File: src/rtl/io_bus_bridge.sv
// io_bus_bridge: byte-stream command bridge to a 16-entry, 32-bit register bus.
// A command byte selects read or write and an address. Writes take 4 payload
// bytes, MSB first. Every command ends in a response burst on the TX stream:
// 0xA5 after a write, the 4 read-data bytes after a read, and 0xEE when the
// command is invalid or a payload stalls for too long.
module io_bus_bridge #(
  parameter int unsigned TIMEOUT_CYCLES = 1000000
) (
  input  logic        CLK,
  input  logic        RESET_N,
  input  logic [7:0]  RX_DATA,
  input  logic        RX_VALID,
  output logic [7:0]  TX_DATA,
  output logic        TX_VALID,
  input  logic        TX_READY,
  output logic        WE,
  output logic [3:0]  A,
  output logic [31:0] WD,
  input  logic [31:0] RD,
  output logic        BUSY,
  output logic        OVERRUN
);

  // The counter must be able to hold TIMEOUT_CYCLES itself, because it
  // saturates there.
  localparam int CW = $clog2(TIMEOUT_CYCLES + 1);
  localparam logic [CW-1:0] TMO_LAST = CW'(TIMEOUT_CYCLES - 1);
  localparam logic [CW-1:0] TMO_MAX  = CW'(TIMEOUT_CYCLES);

  localparam logic [7:0] RESP_WR_OK = 8'hA5;
  localparam logic [7:0] RESP_ERR   = 8'hEE;

  typedef enum logic [2:0] {
    ST_IDLE,
    ST_PAYLOAD,
    ST_WRITE,
    ST_READ,
    ST_RESP
  } state_t;

  state_t        state_q, state_d;
  logic [3:0]    a_q, a_d;
  logic [31:0]   wd_q, wd_d;
  logic [1:0]    byte_cnt_q, byte_cnt_d;
  logic [CW-1:0] tmo_cnt_q, tmo_cnt_d;
  // resp_q holds the response bytes still queued behind the one on TX_DATA.
  // left_q counts how many of them remain.
  logic [23:0]   resp_q, resp_d;
  logic [1:0]    left_q, left_d;
  logic [7:0]    tx_data_q, tx_data_d;
  logic          tx_valid_q, tx_valid_d;
  logic          we_q, we_d;
  logic          busy_q, busy_d;
  logic          overrun_q, overrun_d;
  // armed_q is low only for the first edge after reset is released. Any
  // byte that arrives on that edge is ignored.
  logic          armed_q, armed_d;
  logic          rx_ok;

  assign rx_ok = RX_VALID && armed_q;

  // Next-state and registered-output computation for the command FSM.
  always_comb begin
    state_d    = state_q;
    a_d        = a_q;
    wd_d       = wd_q;
    byte_cnt_d = byte_cnt_q;
    tmo_cnt_d  = tmo_cnt_q;
    resp_d     = resp_q;
    left_d     = left_q;
    tx_data_d  = tx_data_q;
    tx_valid_d = tx_valid_q;
    we_d       = 1'b0;
    overrun_d  = 1'b0;
    armed_d    = 1'b1;

    case (state_q)
      ST_IDLE: begin
        if (rx_ok) begin
          if (RX_DATA[6:4] != 3'b000) begin
            tx_data_d  = RESP_ERR;
            left_d     = 2'd0;
            tx_valid_d = 1'b1;
            state_d    = ST_RESP;
          end else begin
            a_d = RX_DATA[3:0];
            if (RX_DATA[7]) begin
              byte_cnt_d = 2'd0;
              tmo_cnt_d  = '0;
              state_d    = ST_PAYLOAD;
            end else begin
              state_d = ST_READ;
            end
          end
        end
      end

      ST_PAYLOAD: begin
        // An arriving byte takes priority over a timeout in the same cycle.
        if (rx_ok) begin
          wd_d      = {wd_q[23:0], RX_DATA};
          tmo_cnt_d = '0;
          if (byte_cnt_q == 2'd3) begin
            we_d    = 1'b1;
            state_d = ST_WRITE;
          end else begin
            byte_cnt_d = byte_cnt_q + 2'd1;
          end
        end else if (tmo_cnt_q >= TMO_LAST) begin
          // Abort the command. WD keeps whatever partial value it holds.
          tmo_cnt_d  = TMO_MAX;
          tx_data_d  = RESP_ERR;
          left_d     = 2'd0;
          tx_valid_d = 1'b1;
          state_d    = ST_RESP;
        end else begin
          tmo_cnt_d = tmo_cnt_q + 1'b1;
        end
      end

      ST_WRITE: begin
        tx_data_d  = RESP_WR_OK;
        left_d     = 2'd0;
        tx_valid_d = 1'b1;
        state_d    = ST_RESP;
      end

      ST_READ: begin
        // The responder is zero-wait, so RD is sampled directly here.
        tx_data_d  = RD[31:24];
        resp_d     = RD[23:0];
        left_d     = 2'd3;
        tx_valid_d = 1'b1;
        state_d    = ST_RESP;
      end

      ST_RESP: begin
        if (TX_READY) begin
          if (left_q == 2'd0) begin
            tx_valid_d = 1'b0;
            state_d    = ST_IDLE;
          end else begin
            tx_data_d = resp_q[23:16];
            resp_d    = {resp_q[15:0], 8'h00};
            left_d    = left_q - 2'd1;
          end
        end
      end

      default: state_d = ST_IDLE;
    endcase

    // Bytes that arrive while a command is in progress are dropped and
    // reported.
    if (RX_VALID && (state_q == ST_WRITE || state_q == ST_READ ||
                     state_q == ST_RESP)) begin
      overrun_d = 1'b1;
    end

    busy_d = (state_d != ST_IDLE);
  end

  // All state lives here. Reset is asynchronous, so it clears outputs at once.
  always_ff @(posedge CLK or negedge RESET_N) begin
    if (!RESET_N) begin
      state_q    <= ST_IDLE;
      a_q        <= 4'h0;
      wd_q       <= 32'h0000_0000;
      byte_cnt_q <= 2'd0;
      tmo_cnt_q  <= '0;
      resp_q     <= 24'h00_0000;
      left_q     <= 2'd0;
      tx_data_q  <= 8'h00;
      tx_valid_q <= 1'b0;
      we_q       <= 1'b0;
      busy_q     <= 1'b0;
      overrun_q  <= 1'b0;
      armed_q    <= 1'b0;
    end else begin
      state_q    <= state_d;
      a_q        <= a_d;
      wd_q       <= wd_d;
      byte_cnt_q <= byte_cnt_d;
      tmo_cnt_q  <= tmo_cnt_d;
      resp_q     <= resp_d;
      left_q     <= left_d;
      tx_data_q  <= tx_data_d;
      tx_valid_q <= tx_valid_d;
      we_q       <= we_d;
      busy_q     <= busy_d;
      overrun_q  <= overrun_d;
      armed_q    <= armed_d;
    end
  end

  assign TX_DATA  = tx_data_q;
  assign TX_VALID = tx_valid_q;
  assign WE       = we_q;
  assign A        = a_q;
  assign WD       = wd_q;
  assign BUSY     = busy_q;
  assign OVERRUN  = overrun_q;

endmodule

File: config.mk
export PLATFORM = sky130hd
export DESIGN_NAME = io_bus_bridge
export DESIGN_NICKNAME = d
export VERILOG_FILES = /design/src/rtl/io_bus_bridge.sv
export SDC_FILE = /design/constraint.sdc
export NUM_CORES = 1
export LEC_CHECK = 0
export ABC_AREA = 1
export BUFFER_PORTS_ARGS = -buffer_cell sky130_fd_sc_hd__buf_2
export CAP_MARGIN = 20
export CORE_MARGIN = 3
export CORE_UTILIZATION = 36
export CTS_CLUSTER_DIAMETER = 30
export DETAILED_ROUTE_END_ITERATION = 8
export SLEW_MARGIN = 20
export SYNTH_ARGS = -nofsm -noshare
export SYNTH_HDL_FRONTEND = slang
export SYNTH_SLANG_ARGS = --single-unit
File: constraint.sdc
create_clock -name CLK -period 1.9 [get_ports CLK]
set_input_delay 0.19 -clock CLK [delete_from_list [all_inputs] [get_ports CLK]]
set_output_delay 0.19 -clock CLK [all_outputs]
set_load 0.1 [all_outputs]
==> results.cfg, run 1 <==
[run_status]
status = finished clean

[cts]
cts_tree = yes
cts.path.max_buffers = 2
clock-root-buffer = clkbuf_16
insertion_delay_ns = 0.35
cts_sinks = 100
cts_buffers = 9
h-tree-depth = 3
clk_pin_slew_ns = 0.07

[global_route]
grt_overflow = 0
grt_pass1_vias = 4048
grt_pass1_wl_mm = 19.68
track_usage_pct = 16.48
grt_antenna_before_repair = 0
grt_max_degree = 48

[die]
die_area_mm2 = 0.01502
die_x_um = 122.5
die_h_um = 122.5
start_util_pct = 37.82
fp.coreArea_mm2 = 0.01293
pin_count = 92
fp-row-count = 41

[min_path]
hold_end = resp_q[5]$_DFFE_PN0P_
holdPathStages = 3
hp-class = in2reg
hold_start = RD[5]

[synth]
synthMuxAreaShare_pct = 4.811
yosys.area.top_type_share_pct = 51.18
synth_compound_area_share_pct = 10.67
syn_inst = 590
synth_seq_cells = 100
syn_area_mm2 = 0.004890
avgSynthCellArea_um2 = 8.288
synth.yosys.seq_area_share_pct = 51.18
ys_warn_count = 0
synth_fa_ha_area_share_pct = 0.7677
synth_simple_gate_area_share_pct = 23.49
syn_nets = 637
synth.area.top_cells = dfrtp_1 (51%), nand2_1 (11%), o21ai_0 (6.8%), inv_1 (4.9%), nand3_1 (4.4%)
synth_cell_type_count = 34
synth_top_family_by_area = simple AND/OR/NAND/NOR gates
synthXorXnorAreaFrac_pct = 0.8956
synth_area_leader_cell = dfrtp_1

[route]
via_count = 4133
drtIter0Drc = 218
drcViolationCount = 0
antenna_left = 0
routed_wl_mm = 11.66
dr.pass1.iters = 5
wl_per_cell_um = 13.48
vias_per_cell = 4.778

[timing]
rsz0062_at_grt = no
finalSetupViolCount = 0
fin_setup_tns_ns = 0
hold_violations = 0
period_share_pct = 92.08
drv_slew = 0
clock_skew_ns = 0.005381
max_freq_mhz = 571.6
layout_min_cycle_time_ns = 1.749

[power_and_ir_drop]
power.density_mw_per_mm2 = 1623
vdd_ir_drop_max_mv = 1.666
power.leakage_nw = 2.990

[placed_design]
placed_cells = 846
place_hpwl_mm = 8.472
place_congestion = 0.9137
placement.io_buffers = 91

[layout]
final_layout_size_suffix_gt1_share_pct = 24.10
area_delta_synth_final_pct = 21.16
final_common_cell = nand2_1
layout_common_cells = nand2_1 (146), dfrtp_1 (100), buf_2 (90)
n_antenna_cell = 0
fin_cells = 865
seq_area_mm2 = 0.002502
fin_nets = 735
multiInputGateArea_mm2 = 0.002013
n_fill_cell = 1317

[critical_path]
critPathBufInv = 1
regToRegStartpoint = tmo_cnt_q[1]$_DFFE_PN0P_
reg2reg_slack_ns = 0.15
crit_chain = ha_4, nand2_1, nor2_2, nand2_1, nand3_1, nand2_1, nand4_1, buf_4, nand3_1, nand2_1
critPathKind = reg2reg
path_delay_family = simple AND/OR/NAND/NOR gates
critPathArrivalTime_ns = 1.99
reg2reg_to = TX_DATA[2]$_DFFE_PN0P_
crit_fanout = 10
cpPeakStageDelay_ns = 0.42
required_ns = 2.14
path_common_cell = nand2_1
cp_slowest_cell = dfrtp_1
ff2ff_path_depth = 10
start_kind = flop
critical_path.endpoint_type = flop

[run]
maxCapViolCount = 0
-- synth_stat cells --
master and count:
or2_1 1, inv_4 1, mux2i_1 1, o21ai_0 66, inv_1 64, nand2_2 3
buf_6 2, nand2_1 147, o22ai_1 1, mux2_4 3, o21ai_1 19, dfrtp_1 100
nor2_4 3, nor2_8 1, ha_1 3, or2_2 1, nor3_2 1, mux2_2 16
a21oi_1 9, xor2_1 5, buf_2 12, nand4_1 5, nor2_1 46, clkbuf_1 5
conb_1 1, inv_2 7, o211ai_1 4, nand3_1 43, buf_4 3, nand3_2 1
a21boi_0 2, nor3_1 12, nor4_1 1, and2_1 1
-- state kept, by name, summed over array words and instances, names as in the netlist, 2 cells and up --
signal and cells:
left_q 2, WD 32, tmo_cnt_q 20, byte_cnt_q 2, TX_DATA 8, state_q 3, A 4, resp_q 24
-- area by class of cell --
type,instances,area share [%]
Multi-Input combinational cell,396,33.98
Clock buffer,9,3.801
Tap cell,172,3.633
Inverter,72,4.646
Timing Repair Buffer,109,10.75
Sequential cell,100,42.24
Clock inverter,7,0.9504
-- layer usage --
metal | global-route usage [%] | routed length, um | part of all wire (%) | up-vias
met1 | 21.79 | 5258 | 45 | 1937
met5 | 0 | 0 | 0 | -
met3 | 4.332 | 618 | 5.3 | 10
met2 | 27.21 | 5659 | 49 | 89
li1 | - | - | - | 2097
met4 | 3.849 | 125 | 1.1 | 0
-- cell families (layout without fill, tap and decap cells) --
logic type	count (synthesis)	count (layout)
AOI/OAI and AO/OA	101	101
xor gates and xnor gates	5	5
adders and majority gates	3	3
buffers and inverters	94	197
DFF	100	100
muxes	20	20
other	1	1
and+or+nand+nor	266	266
-- power breakdown --
part	leakage [nW]	total [mW]	internal, mW	switching (mW)
Clock	0.137	1.76	0.907	0.850
Combinational	1.53	4.83	0.903	3.93
Sequential	1.32	3.03	2.71	0.314
Total	2.99	9.62	4.53	5.09
-- what timing repair did --
item | 4_1_cts | 5_1_grt
gates resized for setup | 1 | 8
setup endpoints to repair | 4 | 24
buffers inserted | 0 | 2
pin swaps | 0 | 1
hold endpoints to repair | 31 | 0
hold buffers | 1 | 0
-- how the worst max path moves through the flow --
stage	endpoint	cells past startpoint	from	slack, ns
after floorplan	BUSY$_DFF_PN0_	11	tmo_cnt_q[0]$_DFFE_PN0P_	0.30
after global placement	tmo_cnt_q[2]$_DFFE_PN0P_	12	tmo_cnt_q[1]$_DFFE_PN0P_	0.04
after detailed placement	tmo_cnt_q[11]$_DFFE_PN0P_	12	tmo_cnt_q[1]$_DFFE_PN0P_	-0.01
after CTS	BUSY$_DFF_PN0_	11	tmo_cnt_q[1]$_DFFE_PN0P_	0.07
after global routing	tmo_cnt_q[2]$_DFFE_PN0P_	12	tmo_cnt_q[1]$_DFFE_PN0P_	0.004
final	TX_DATA[2]$_DFFE_PN0P_	10	tmo_cnt_q[1]$_DFFE_PN0P_	0.15
-- worst register-to-register path: stages, from the launching register on --
cell     delay, ns
dfrtp_1       0.42
ha_4          0.18
nand2_1       0.12
nor2_2        0.05
nand2_1       0.11
nand3_1       0.10
nand2_1       0.12
nand4_1       0.17
buf_4         0.23
nand3_1       0.08
nand2_1       0.06
-- metrics by stage --
stage	total power, mW	hold WS, ns	util [%]	area (um2)	setup WS, ns
6_report	9.615	0.08717	45.83	5924	0.1506
5_1_grt	10.18	0.09380	45.83	5924	0.003680
4_1_cts	9.696	0.08081	45.49	5881	0.06831
3_5_place_dp	7.914	0.1737	43.23	5589	-0.01441
3_3_place_gp	7.850	0.1715	43.23	5589	0.04261
2_1_floorplan	6.965	-0.1056	-	4890	0.2974
Power figures use the tool's default switching activity.
==> run 2, diff against run 1 <==
--- a/config.mk
+++ b/config.mk
@@ -6,7 +6,7 @@
 export NUM_CORES = 1
 export LEC_CHECK = 0
 export ABC_AREA = 1
-export BUFFER_PORTS_ARGS = -buffer_cell sky130_fd_sc_hd__buf_2
+export BUFFER_PORTS_ARGS = -buffer_cell sky130_fd_sc_hd__clkbuf_2
 export CAP_MARGIN = 20
 export CORE_MARGIN = 3
 export CORE_UTILIZATION = 36
==> results.cfg, run 2 (synthesis results as in run 1) <==
[run_status]
status = finished clean

[power_and_ir_drop]
power.density_mw_per_mm2 = 1630
p_clk_share_pct = 18.3
p_sw_share_pct = 53.02
seqPwrFrac_pct = 31.7
power.leakage_nw = 2.969
comb_power_share_pct = 50.0
p_int_mw = 4.524
power_switching_mw = 5.105
vdd_ir_drop_max_mv = 1.146
power_mw = 9.629

[global_route]
track_usage_pct = 16.99
grt_pass1_wl_mm = 20.11
grt_overflow = 0
grt_max_degree = 69
grt_antenna_before_repair = 0
grt_pass1_vias = 4127

[critical_path]
crit_chain = buf_4, nand3_1, nor2_1, nand2_1, nor3_2, nand2_1, o21ai_1, nand2_1, nor2_1
critPathBufInv = 1
reg2reg_slack_ns = 0.19
critPathArrivalTime_ns = 2.00
start_kind = flop
crit_fanout = 4
critPathKind = reg2reg
path_common_cell = nand2_1
path_delay_family = simple AND/OR/NAND/NOR gates
cpPeakStageDelay_ns = 0.40
critical_path.endpoint_type = flop
required_ns = 2.19
cp_slowest_cell = dfrtp_1

[layout]
final_common_cell = nand2_1
area_delta_synth_final_pct = 20.78
fin_nets = 734
largest_reg_flops = 32
final_area_mm2 = 0.005906
final_layout_size_suffix_gt1_share_pct = 23.73
n_antenna_cell = 0
layout_common_cells = nand2_1 (147), dfrtp_1 (100), clkbuf_2 (90)

[cts]
insertion_delay_ns = 0.36
post_cts_buffers = 0
cts.path.max_buffers = 2
h-tree-depth = 3
clk_pin_slew_ns = 0.07
cts_tree = yes
cts_buffers = 9
clock-root-buffer = clkbuf_16
cts_sinks = 100

[route]
wl_per_cell_um = 13.87
antenna_left = 0
via_count = 4130
vias_per_cell = 4.786
dr.pass1.iters = 6
drcViolationCount = 0
routed_wl_mm = 11.97
drtIter0Drc = 253

[die]
fp-row-count = 41
die_area_mm2 = 0.01502
fp.coreArea_mm2 = 0.01293
start_util_pct = 37.82
die_x_um = 122.5
pin_count = 92
die_h_um = 122.5

[placed_design]
place_hpwl_mm = 8.755
placed_area_mm2 = 0.005597
placement.io_buffers = 91
place_congestion = 0.8770
pre_cts_ws_ns = 0.1078

[timing]
rsz0062_at_grt = no
clock_skew_ns = 0.01268
drv_slew = 0
finalSetupViolCount = 0
setup_ws_ns = 0.1908
fin_setup_tns_ns = 0
max_freq_mhz = 585.1
layout_min_cycle_time_ns = 1.709
tightestPinTransition_ns = 0.5595
period_share_pct = 89.96
slew_headroom_pct = 62.86
hold_violations = 0

[run]
maxCapViolCount = 0

[min_path]
hp-class = in2reg
## run 2: cell types whose count changed in the layout (fill, tap and decap cells not counted), sizes merged
cell | before | now
clkbuf | 9 | 99
buf | 108 | 17
clkinv | 2 | 1
## run 2: repair_timing
action / in CTS / in global routing
hold endpoints to repair: 16 / 0
setup endpoints to repair: 0 / 14
gates resized for setup: 0 / 6
hold buffers: 1 / 0
## run 2: final timing paths
| kind | from | depth (start not counted) | end |
|---|---|---|---|
| min | RD[7] | 3 | resp_q[7]$_DFFE_PN0P_ |
| max in group asynchronous | RESET_N | 3 | WD[12]$_DFFE_PN0P_ |
| min in group asynchronous | RESET_N | 2 | tmo_cnt_q[18]$_DFFE_PN0P_ |
| max reg2reg | tmo_cnt_q[0]$_DFFE_PN0P_ | 9 | tmo_cnt_q[11]$_DFFE_PN0P_ |
| min reg2reg | left_q[1]$_DFFE_PN0P_ | 2 | left_q[1]$_DFFE_PN0P_ |
| max | tmo_cnt_q[0]$_DFFE_PN0P_ | 9 | tmo_cnt_q[11]$_DFFE_PN0P_ |
## run 2: stage by stage
step	instances	utilization [%]	hold slack, ns
CTS	863	45.53	0.06609
finish	863	45.68	0.07896
global route	863	45.68	0.08676
global placement	847	43.29	0.07888
floorplan	590	-	-0.1056
detailed placement	847	43.29	0.08173
## run 2: tightest hold or removal path, delay by kind of cell
family / cells / cell delay (ns)
and+or+nand+nor: 1 / 0.06
AOI/OAI and AO/OA: 1 / 0.06
buffers and inverters: 1 / 0.08
## run 2: cell type report
type | instances | area (um2)
clock buffer | 9 | 225.2
fill | 1300 | 7022
inverter | 72 | 272.8
clock inverter | 6 | 53.80
timing repair buffer | 108 | 625.6
sequential | 100 | 2502
multi-input combinational | 396 | 2011
tap | 172 | 215.2
## run 2: per-layer routing
layer	wire (um)	vias up	share of wire (%)	GRT usage (%)
met5	0	-	0	0
met4	178	0	1.5	5.808
met3	688	14	5.7	5.161
met2	5679	96	47	27.79
met1	5424	1932	45	21.47
li1	-	2088	-	-
## run 2: power by group through the flow
| stage | sequential [mW] | clock [mW] | combinational (mW) |
|---|---|---|---|
| 4_1_cts | 3.05 | 1.83 | 4.85 |
| 3_5_place_dp | 3.09 | 0 | 4.84 |
| 2_1_floorplan | 5.54 | 0 | 1.42 |
| 6_report | 3.05 | 1.76 | 4.81 |
| 3_3_place_gp | 3.07 | 0 | 4.79 |
| 5_1_grt | 3.12 | 1.92 | 5.15 |
